===== src/rtl/fir32_pkg.sv =====
// Shared widths, saturation limits and the Q2.14 rescale/clamp helper for the FIR output stage.
package fir32_pkg;

  localparam int DATA_W    = 14;
  localparam int GAIN_W    = 16;
  localparam int GAIN_FRAC = 14;
  localparam int PROD_W    = 30;
  localparam int OUT_W     = 32;
  localparam int SAT_MAX   = 8191;
  localparam int SAT_MIN   = -8192;

  typedef enum logic {PK_LO = 1'b0, PK_HI = 1'b1} pack_state_e;

  typedef struct packed {
    logic                     sat;
    logic signed [DATA_W-1:0] y;
  } sat_res_t;

  // Arithmetic shift floors toward -inf; anything outside 14-bit signed range is clipped.
  function automatic sat_res_t sat14(input logic signed [PROD_W-1:0] prod);
    logic signed [PROD_W-1:0] sh;
    sat_res_t                 r;
    sh    = prod >>> GAIN_FRAC;
    r.sat = 1'b1;
    if (sh > PROD_W'(SAT_MAX))      r.y = DATA_W'(SAT_MAX);
    else if (sh < PROD_W'(SAT_MIN)) r.y = DATA_W'(SAT_MIN);
    else begin
      r.y   = sh[DATA_W-1:0];
      r.sat = 1'b0;
    end
    return r;
  endfunction

endpackage


===== src/rtl/fir_out_stream_if.sv =====
// AXI4-Stream link from the FIR output stage toward the DMA.
interface fir_out_stream_if #(parameter int DW = 32);
  logic [DW-1:0] tdata;
  logic          tvalid;
  logic          tready;
  logic          tlast;

  modport master (output tdata, tvalid, tlast, input tready);
  modport slave  (input tdata, tvalid, tlast, output tready);
endinterface


===== src/rtl/fir_out_fifo.sv =====
// First-word fall-through FIFO: head entry is presented combinationally whenever non-empty.
module fir_out_fifo #(
  parameter  int WIDTH = 33,
  parameter  int DEPTH = 16,
  localparam int AW    = $clog2(DEPTH)
) (
  input  logic             clk,
  input  logic             rst,
  input  logic             i_wr,
  input  logic [WIDTH-1:0] i_wdata,
  input  logic             i_rd,
  output logic [WIDTH-1:0] o_rdata,
  output logic             o_full,
  output logic             o_empty,
  output logic [AW:0]      o_level
);

  logic [WIDTH-1:0] r_mem [DEPTH];
  logic [AW-1:0]    r_wptr;
  logic [AW-1:0]    r_rptr;
  logic [AW:0]      r_level;

  always_ff @(posedge clk or posedge rst) begin
    if (rst) begin
      r_wptr  <= '0;
      r_rptr  <= '0;
      r_level <= '0;
    end else begin
      if (i_wr) r_wptr <= r_wptr + 1'b1;
      if (i_rd) r_rptr <= r_rptr + 1'b1;
      case ({i_wr, i_rd})
        2'b10:   r_level <= r_level + 1'b1;
        2'b01:   r_level <= r_level - 1'b1;
        default: r_level <= r_level;
      endcase
    end
  end

  always_ff @(posedge clk) begin
    if (i_wr) r_mem[r_wptr] <= i_wdata;
  end

  assign o_empty = (r_level == '0);
  assign o_full  = (r_level == (AW+1)'(DEPTH));
  assign o_level = r_level;
  // Gate the head so the stream outputs read zero after reset / when idle.
  assign o_rdata = o_empty ? '0 : r_mem[r_rptr];

endmodule


===== src/rtl/fir_out_stream.sv =====
// FIR output stage: Q2.14 gain with saturation, two-sample packing, framed FWFT stream toward the DMA.
//   state | meaning
//   PK_LO | waiting for the low-half sample of the next word
//   PK_HI | low half held in r_lo; next sample completes the word
module fir_out_stream
  import fir32_pkg::*;
#(
  parameter int FIFO_DEPTH = 16,
  parameter int FRAME_LEN  = 256
) (
  input  logic                       clk,
  input  logic                       rst,
  input  logic                       i_ce,
  input  logic signed [DATA_W-1:0]   i_is14_in,
  input  logic                       i_enable,
  input  logic signed [GAIN_W-1:0]   i_is16_gain,
  input  logic                       i_clr_flags,
  fir_out_stream_if.master           m_axis,
  output logic                       o_sat_flag,
  output logic                       o_ovf_flag,
  output logic [$clog2(FIFO_DEPTH):0] o_fifo_level
);

  localparam int                FC_W    = $clog2(FRAME_LEN);
  localparam logic [FC_W-1:0]   FC_LAST = FC_W'(FRAME_LEN - 1);

  logic signed [PROD_W-1:0] r_prod;
  logic                     r_v1;
  logic signed [DATA_W-1:0] r_y;
  logic                     r_v2;
  sat_res_t                 w_sat;

  pack_state_e              r_state;
  pack_state_e              w_state_nxt;
  logic                     w_load_lo;
  logic                     w_emit;
  logic signed [DATA_W-1:0] r_lo;
  logic                     r_wr_vld;
  logic [OUT_W-1:0]         r_word;

  logic [FC_W-1:0]          r_frame_cnt;
  logic                     w_tlast;
  logic                     w_rd;
  logic                     w_wr_ok;
  logic                     w_drop;
  logic                     w_full;
  logic                     w_empty;
  logic [OUT_W:0]           w_rdata;

  assign w_sat = sat14(r_prod);

  always_ff @(posedge clk or posedge rst) begin
    if (rst) begin
      r_v1   <= 1'b0;
      r_prod <= '0;
      r_v2   <= 1'b0;
      r_y    <= '0;
    end else begin
      r_v1 <= i_ce & i_enable;
      if (i_ce & i_enable) r_prod <= PROD_W'(i_is14_in) * PROD_W'(i_is16_gain);
      r_v2 <= r_v1 & i_enable;
      if (r_v1) r_y <= w_sat.y;
    end
  end

  always_comb begin
    w_state_nxt = r_state;
    w_load_lo   = 1'b0;
    w_emit      = 1'b0;
    if (!i_enable) begin
      w_state_nxt = PK_LO;
    end else if (r_v2) begin
      case (r_state)
        PK_LO: begin
          w_load_lo   = 1'b1;
          w_state_nxt = PK_HI;
        end
        PK_HI: begin
          w_emit      = 1'b1;
          w_state_nxt = PK_LO;
        end
        default: w_state_nxt = PK_LO;
      endcase
    end
  end

  always_ff @(posedge clk or posedge rst) begin
    if (rst) begin
      r_state  <= PK_LO;
      r_lo     <= '0;
      r_wr_vld <= 1'b0;
      r_word   <= '0;
    end else begin
      r_state  <= w_state_nxt;
      r_wr_vld <= w_emit;
      if (w_load_lo) r_lo <= r_y;
      if (w_emit) r_word <= {16'(r_y), 16'(r_lo)};
    end
  end

  // A full FIFO still accepts a write when the head is popped in the same cycle.
  assign w_rd    = m_axis.tvalid & m_axis.tready;
  assign w_wr_ok = r_wr_vld & (~w_full | w_rd);
  assign w_drop  = r_wr_vld & w_full & ~w_rd;
  assign w_tlast = (r_frame_cnt == FC_LAST);

  always_ff @(posedge clk or posedge rst) begin
    if (rst) begin
      r_frame_cnt <= '0;
    end else if (!i_enable) begin
      r_frame_cnt <= '0;
    end else if (w_wr_ok) begin
      r_frame_cnt <= (r_frame_cnt == FC_LAST) ? '0 : r_frame_cnt + 1'b1;
    end
  end

  always_ff @(posedge clk or posedge rst) begin
    if (rst) begin
      o_sat_flag <= 1'b0;
      o_ovf_flag <= 1'b0;
    end else begin
      if (r_v1 & i_enable & w_sat.sat) o_sat_flag <= 1'b1;
      else if (i_clr_flags)            o_sat_flag <= 1'b0;
      if (w_drop)                      o_ovf_flag <= 1'b1;
      else if (i_clr_flags)            o_ovf_flag <= 1'b0;
    end
  end

  fir_out_fifo #(
    .WIDTH (OUT_W + 1),
    .DEPTH (FIFO_DEPTH)
  ) u_fifo (
    .clk     (clk),
    .rst     (rst),
    .i_wr    (w_wr_ok),
    .i_wdata ({w_tlast, r_word}),
    .i_rd    (w_rd),
    .o_rdata (w_rdata),
    .o_full  (w_full),
    .o_empty (w_empty),
    .o_level (o_fifo_level)
  );

  assign m_axis.tvalid = ~w_empty;
  assign m_axis.tlast  = w_rdata[OUT_W];
  assign m_axis.tdata  = w_rdata[OUT_W-1:0];

endmodule

===== src/flat_wrapper.sv =====
// flat-port wrapper written by rule: the top's interface ports become plain ports
module fir_out_stream_flat import fir32_pkg::*;
#(
  parameter int FIFO_DEPTH = 16,
  parameter int FRAME_LEN  = 256
)
  (clk, rst, i_ce, i_is14_in, i_enable, i_is16_gain, i_clr_flags, o_sat_flag, o_ovf_flag, o_fifo_level, m_axis_tdata, m_axis_tvalid, m_axis_tlast, m_axis_tready);
  fir_out_stream_if m_axis_i ();
  input  logic clk;
  input  logic rst;
  input  logic i_ce;
  input  logic signed [DATA_W-1:0] i_is14_in;
  input  logic i_enable;
  input  logic signed [GAIN_W-1:0] i_is16_gain;
  input  logic i_clr_flags;
  output logic o_sat_flag;
  output logic o_ovf_flag;
  output logic [$clog2(FIFO_DEPTH):0] o_fifo_level;
  output wire logic [$bits(m_axis_i.tdata)-1:0] m_axis_tdata;
  output wire logic [$bits(m_axis_i.tvalid)-1:0] m_axis_tvalid;
  output wire logic [$bits(m_axis_i.tlast)-1:0] m_axis_tlast;
  input wire logic [$bits(m_axis_i.tready)-1:0] m_axis_tready;
  assign m_axis_tdata = m_axis_i.tdata;
  assign m_axis_tvalid = m_axis_i.tvalid;
  assign m_axis_tlast = m_axis_i.tlast;
  assign m_axis_i.tready = m_axis_tready;
  fir_out_stream #(.FIFO_DEPTH(FIFO_DEPTH), .FRAME_LEN(FRAME_LEN)) u_core (.clk(clk), .rst(rst), .i_ce(i_ce), .i_is14_in(i_is14_in), .i_enable(i_enable), .i_is16_gain(i_is16_gain), .i_clr_flags(i_clr_flags), .m_axis(m_axis_i), .o_sat_flag(o_sat_flag), .o_ovf_flag(o_ovf_flag), .o_fifo_level(o_fifo_level));
endmodule

===== config.mk =====
export PLATFORM = sky130hd
export DESIGN_NAME = fir_out_stream_flat
export DESIGN_NICKNAME = d
export VERILOG_FILES = /design/src/rtl/fir32_pkg.sv /design/src/rtl/fir_out_stream_if.sv /design/src/rtl/fir_out_fifo.sv /design/src/rtl/fir_out_stream.sv /design/src/flat_wrapper.sv
export SDC_FILE = /design/constraint.sdc
export NUM_CORES = 1
export LEC_CHECK = 0
export BUFFER_PORTS_ARGS = -buffer_cell sky130_fd_sc_hd__buf_2
export CORE_MARGIN = 4
export CORE_UTILIZATION = 30
export DETAILED_ROUTE_END_ITERATION = 8
export PLACE_DENSITY_LB_ADDON = 0.08
export SYNTH_ARGS = -nofsm -noshare
export SYNTH_HDL_FRONTEND = slang
export SYNTH_SLANG_ARGS = --single-unit

===== constraint.sdc =====
create_clock -name clk -period 7.3 [get_ports clk]
set_clock_uncertainty 0.15 [all_clocks]
set_input_delay 1.095 -clock clk [delete_from_list [all_inputs] [get_ports clk]]
set_output_delay 1.095 -clock clk [all_outputs]
set_load 0.005 [all_outputs]

==> results of run 1 <==
-- worst max-delay path, cell delays in order --
cell	delay [ns]
buf_2	0.13
buf_4	0.25
nand2_1	0.13
fa_1	0.44
inv_1	0.08
fa_1	0.43
fa_1	0.57
fa_1	0.44
fa_1	0.52
fa_1	0.42
ha_1	0.31
a21o_1	0.22
a2111oi_2	0.30
or3b_1	0.40
buf_4	0.16
a31oi_2	0.21
o21bai_2	0.13
a31o_1	0.26
a2111o_1	0.41
nand3_1	0.07
-- cell usage after synthesis, types with 2 or more instances --
library cell    n
o211ai_1       14
nand3_1         8
xor2_1         12
nand2b_1        9
edfxtp_1      464
and3_1         10
fa_1          219
ha_1           78
a21o_1         11
nand2_1       154
nor3_1          3
xnor2_1        26
mux2_2         18
o21ai_0        61
and2_1        164
or3_1           3
a31oi_1         4
and4_1          2
a21boi_0        4
o31ai_1         2
inv_1         267
buf_2           3
a21oi_1        14
nor2_1         21
nand3b_1        2
dfrtp_1        99
buf_4           4
buf_1           8
clkbuf_1       73
mux4_2        145
nand4_1         8
-- metal layers --
layer,up-vias,wire [um],track usage [%],share of wire (%)
met4,0,1770,3.701,2.3
met2,227,38750,26.40,51
met5,-,0,0,0
li1,6979,-,-,-
met3,91,2008,1.594,2.6
met1,8270,33730,19.62,44
-- where the power goes --
part	leakage (nW)	switching (mW)	internal [mW]	total, mW
sequential	5.72	0.279	3.75	4.03
combinational	6.70	3.90	3.47	7.36
clock	0.869	1.21	1.62	2.83
-- per-stage QoR --
stage	utilization (%)	hold WS [ns]	instances	power [mW]	area, sq um
detailed placement	32.52	0.3205	3279	11.68	31960
CTS	34.34	0.3339	3383	14.58	33750
global route	34.34	0.3542	3383	15.57	33750
global placement	32.52	0.3090	3279	11.63	31960
floorplan	-	0.2960	1932	9.497	29710
finish	34.34	0.3278	3383	14.22	33750
-- cell type report --
cell class,instances,area (sq um),share of cell area [%]
multi-input cells,1013,11980,35.49
clock inverters,24,224.0,0.6637
inverters,268,1008,2.988
clock buffers,80,1562,4.627
repair buffers,148,945.9,2.803
well taps,1287,1610,4.772
flip-flops and latches,563,16420,48.66
-- how the worst max path moves through the flow --
stage	startpoint	to	slack, ns	depth (start not counted)
floorplan	i_is14_in[5]	u_core.r_prod[28]$_DFFE_PP0P_	0.32	22
global placement	i_is14_in[2]	u_core.r_prod[23]$_DFFE_PP0P_	0.09	22
detailed placement	i_is14_in[2]	u_core.r_prod[23]$_DFFE_PP0P_	0.07	20
CTS	i_is14_in[6]	u_core.r_prod[23]$_DFFE_PP0P_	0.72	21
global route	i_is14_in[6]	u_core.r_prod[23]$_DFFE_PP0P_	0.41	23
finish	i_is14_in[8]	u_core.r_prod[23]$_DFFE_PP0P_	0.70	20
-- logic make-up (layout without fill, tap and decap cells) --
| kind of cell | count (synthesis) | in the layout | share of synthesized area [%] |
|---|---|---|---|
| multiplexers | 164 | 164 | 11.71 |
| adder cells (fa/ha/maj) | 297 | 297 | 18.04 |
| buffers and inverters | 356 | 520 | 4.561 |
| AND/OR/NAND/NOR | 390 | 390 | 6.755 |
| XOR/XNOR | 38 | 38 | 1.120 |
| AO/OA/AOI/OAI | 124 | 124 | 2.586 |
| flip-flops | 563 | 563 | 55.23 |
-- sequential cells by signal (all words and copies together), names as in the netlist --
name	flops
u_core.r_prod	16
u_core.r_wr_vld	1
u_core.u_fifo.r_wptr	4
u_core.u_fifo.r_mem	464
u_core.r_word	28
u_core.r_y	14
u_core.r_lo	14
u_core.u_fifo.o_level	5
u_core.o_sat_flag	1
u_core.r_v1	1
u_core.r_state	1
u_core.o_ovf_flag	1
u_core.r_frame_cnt	8
u_core.r_v2	1
u_core.u_fifo.r_rptr	4
==> reports/results.ini, run 1 <==
[route]
vias_per_cell = 4.602
dr.pass1.iters = 5
drt_iter0_drc = 892
ant_nets = 0
num_vias = 15570
drcViolationCount = 0
avgRoutedWirePerCell_um = 22.54
wirelength_um = 76260

[floorplanning]
rows = 115
die_h_um = 322.7
io_pins = 77
initial_core_util_pct = 30.23
die_area_sq_mm = 0.1041
core_area_sq_mm = 0.09828
die_w_um = 322.7

[synth]
syn_nets = 2265
synth_area_leaders = edfxtp_1 47%, fa_1 15%, mux4_2 11%, dfrtp_1 8.3%, and2_1 3.5%
ys_warn_count = 0
netlist.area_leader.share_pct = 46.89
synthesis.area_sq_mm = 0.02971
synth_seq_area_share_pct = 55.23
synthDistinctLibCells = 53
synth-async-reset-ratio_pct = 17.58
synth-edff-count = 464
synth-seq-cells = 563
synth_area_per_cell_sq_um = 15.38
synth_ff_type = edfxtp_1
yosys.area.top_type = edfxtp_1
syn_inst = 1932

[job]
drv_cap = 0

[clock_network]
clkTransAtPathRegs_ns = 0.06
cts_buffer_depth = 3
cts_setup_buffers = 0
cts_tree = yes
cts_buffers = 55
insertion_delay_ns = 0.61
cts_root_buffer = clkbuf_16
cts_sinks = 563
cts_hold_buffers = 0
htreeDepth = 2
cts-resized-gates = 0

[finish]
num_antenna_cells = 0
drive_above_1_share_pct = 19.75
final_cell_mix = 464 x edfxtp_1, 266 x inv_1, 219 x fa_1, 154 x nand2_1, 152 x and2_1
final_common_cell = edfxtp_1
nets = 2382
syn2layout_area_growth_pct = 13.58
n_fill_cell = 9515

[min_path]
hold_path.class = flip-flop to flip-flop
hold_path_depth = 2
hold_end = u_core.r_prod[20]$_DFFE_PP0P_
min_from = u_core.r_prod[20]$_DFFE_PP0P_

[sta]
rsz0062_at_grt = no
tns_ns = 0
hold_violations = 0
tightest_slew_ns = 1.038
setup_viol = 0
max-slew-margin-rel_pct = 30.56
drv_slew = 0
fin_ws_ns = 0.6985
fin_crit_sh_pct = 90.43
fin_crit_ns = 6.601
max_freq_ghz = 0.1515

[power]
peakVddDrop_mv = 0.3428
p_leak_nw = 13.29
p_per_area_mw_per_mm2 = 421.3

[worst_setup_path]
criticalPathCategory = primary input to flip-flop
cp.required_ns = 7.69
cp-start-kind = primary input
worst-r2r-cell-count = 13
path_max_fanout = 15
regToRegEndpoint = u_core.u_fifo.o_level[4]$_DFFE_PP0P_
crit_arrival_ns = 6.99
end_kind = flip-flop
r2r_slack_ns = 3.91
reg2reg_from = u_core.u_fifo.o_level[0]$_DFFE_PP0P_

[global_routing]
grt_usage_pct = 14.88
grt_start_max_net_pins = 120
grt_pass1_vias = 17430
grt_first_pass_wirelength_um = 114800
overflow = 0
grt_antenna_before_repair = 1

[place]
place_congestion = 0.7745
dp_hpwl_um = 48010
dp_slack_ns = 0.07145
port_buffers = 76

[run_status]
outcome = completed

(Power assumes the default switching activity.)
==> run 2, diff against run 1 <==
- CELL_PAD_IN_SITES_DETAIL_PLACEMENT: not set -> 1
- CELL_PAD_IN_SITES_GLOBAL_PLACEMENT: not set -> 1
==> reports/results.ini, run 2 (synthesis results as in run 1) <==
[power]
p_leak_nw = 13.43  ; +1.1%
peakVddDrop_mv = 0.3545  ; +3.4%
p_per_area_mw_per_mm2 = 431.5  ; +2.4%
finalPower_mw = 14.66  ; +3.1%

[worst_setup_path]
regToRegEndpoint = u_core.u_fifo.o_level[4]$_DFFE_PP0P_
cp_cell_sequence = buf_2 -> and2_1 -> fa_1 -> inv_1 -> fa_1 -> inv_1 -> fa_1 -> fa_1 -> fa_1 -> fa_1 -> ha_1 -> a21o_1 -> a2111oi_2 -> or3b_1 -> and4_4 -> a211o_1 -> a311o_1 -> xnor2_1 -> o21ai_1
crit_arrival_ns = 6.92  ; -0.07 ns
r2r_slack_ns = 3.69  ; -0.22 ns
criticalPathCategory = primary input to flip-flop
worst-r2r-cell-count = 12  ; -1
critPathMaxStageDelay_ns = 0.58  ; about the same
slowest_stage = fa_1
reg2reg_from = u_core.u_fifo.o_level[0]$_DFFE_PP0P_
path_max_fanout = 4  ; -11
cp_common_cell = fa_1
cp.required_ns = 7.60  ; -0.09 ns
end_kind = flip-flop
cp-start-kind = primary input

[sta]
max-slew-margin-rel_pct = 27.35  ; -3.2 points
rsz0062_at_grt = no
setup_viol = 0  ; unchanged
tns_ns = 0  ; unchanged
whs_ns = 0.3217  ; -0.006099 ns
tightest_slew_ns = 1.089  ; +0.05008 ns
max_freq_ghz = 0.1511  ; -0.24%
fin_crit_ns = 6.617  ; +0.01594 ns
drv_slew = 0  ; unchanged
hold_violations = 0  ; unchanged
fin_crit_sh_pct = 90.65  ; +0.22 points
fin_ws_ns = 0.6826  ; -0.01594 ns

[global_routing]
overflow = 0  ; unchanged
grt_start_max_net_pins = 67  ; -44%
grt_antenna_before_repair = 1  ; unchanged
grt_usage_pct = 15.35  ; +0.47 points
grt_pass1_vias = 18220  ; +4.5%
grt_first_pass_wirelength_um = 118700  ; +3.4%

[job]
drv_cap = 0  ; unchanged

[route]
drt_iter0_drc = 767  ; -14%
ant_nets = 0  ; unchanged
num_vias = 15750  ; +1.2%
drcViolationCount = 0  ; unchanged
wirelength_um = 78110  ; +2.4%
vias_per_cell = 4.630  ; +0.62%
avgRoutedWirePerCell_um = 22.96  ; +1.9%
dr.pass1.iters = 4  ; -1

[min_path]
min_from = u_core.u_fifo.r_rptr[3]$_DFFE_PP0P_
hold_path_depth = 1  ; -1
hold_end = u_core.u_fifo.r_rptr[3]$_DFFE_PP0P_
hold_path.class = flip-flop to flip-flop

[place]
dp_slack_ns = 0.02506  ; -0.04638 ns
place_congestion = 0.7498  ; -3.2%
port_buffers = 76  ; unchanged
dp_cells = 3297  ; +0.55%
dp_hpwl_um = 50680  ; +5.6%
placed_area_sq_mm = 0.03214  ; +0.55%

[finish]
final_cell_mix = 464 x edfxtp_1, 266 x inv_1, 219 x fa_1, 154 x nand2_1, 152 x and2_1
num_antenna_cells = 0  ; unchanged
top_register = u_core.u_fifo.r_mem
nets = 2401  ; +0.80%
final_common_cell = edfxtp_1
final_cells = 3402  ; +0.56%
reg.largest.list = u_core.u_fifo.r_mem: 464 flops, u_core.r_word: 28 flops, u_core.r_prod: 16 flops
syn2layout_area_growth_pct = 14.32
final_area_sq_mm = 0.03397  ; +0.65%
drive_above_1_share_pct = 20.76  ; +1.0 points
utilization_pct = 34.56  ; +0.22 points
n_fill_cell = 10100  ; +6.1%
largest_reg_flops = 464  ; unchanged

[floorplanning]
io_pins = 77  ; unchanged
initial_core_util_pct = 30.23  ; unchanged
die_w_um = 322.7  ; unchanged
core_area_sq_mm = 0.09828  ; unchanged
rows = 115  ; unchanged
die_h_um = 322.7  ; unchanged
die_area_sq_mm = 0.1041  ; unchanged

[clock_network]
cts_buffer_depth = 3  ; unchanged
cts_tree = yes
cts_buffers = 56  ; +1.8%
cts_setup_buffers = 0  ; unchanged
htreeDepth = 2  ; unchanged
insertion_delay_ns = 0.60  ; about the same
cts_hold_buffers = 0  ; unchanged
cts_sinks = 563  ; unchanged
clkTransAtPathRegs_ns = 0.07  ; about the same
cts_root_buffer = clkbuf_16
cts-resized-gates = 0  ; unchanged

[run_status]
outcome = completed

## run 2: changes by cell type in the layout (fill, tap and decap cells not counted), sizes merged
cell and change:
buf +18, clkinv +6, clkbuf -5, bufinv +1
clkinvlp -1
## run 2: worst max-delay path by stage
stage / from / end / cells past startpoint
2_1_floorplan: i_is14_in[5] / u_core.r_prod[28]$_DFFE_PP0P_ / 22
6_report: i_is16_gain[13] / u_core.r_prod[28]$_DFFE_PP0P_ / 19
4_1_cts: i_is16_gain[13] / u_core.r_prod[28]$_DFFE_PP0P_ / 19
3_3_place_gp: i_is16_gain[13] / u_core.r_prod[28]$_DFFE_PP0P_ / 19
3_5_place_dp: i_is16_gain[13] / u_core.r_prod[28]$_DFFE_PP0P_ / 19
5_1_grt: i_is14_in[2] / u_core.r_prod[28]$_DFFE_PP0P_ / 25
## run 2: cell type report
cell class | count | area (sq um) | share of cell area [%]
clock inverters | 30 | 284.0 | 0.8362
flip-flops and latches | 563 | 16420 | 48.34
multi-input cells | 1013 | 11980 | 35.27
repair buffers | 166 | 1119 | 3.293
clock buffers | 75 | 1545 | 4.549
inverters | 268 | 1008 | 2.969
well taps | 1287 | 1610 | 4.741
## run 2: routing by layer
metal / up-vias / global-route usage, % / share of wire, % / wire [um]
li1: 7004 / - / - / -
met1: 8463 / 19.38 / 43 / 33300
met2: 197 / 28.52 / 53 / 41540
met3: 86 / 1.493 / 2.3 / 1761
met4: 2 / 3.432 / 1.9 / 1491
met5: - / 0 / 0.017 / 13
## run 2: worst max-delay path: cells and delay by family
family | cells | cell delay [ns]
AND/OR/NAND/NOR | 3 | 0.78
AO/OA/AOI/OAI | 5 | 1.33
buffers and inverters | 3 | 0.26
adder cells (fa/ha/maj) | 7 | 3.30
XOR/XNOR | 1 | 0.15
## run 2: power breakdown
part           internal (mW)  switching [mW]  leakage (nW)
Clock                   1.66            1.22         0.906
Sequential              3.75           0.390          5.72
Combinational           3.72            3.92          6.81
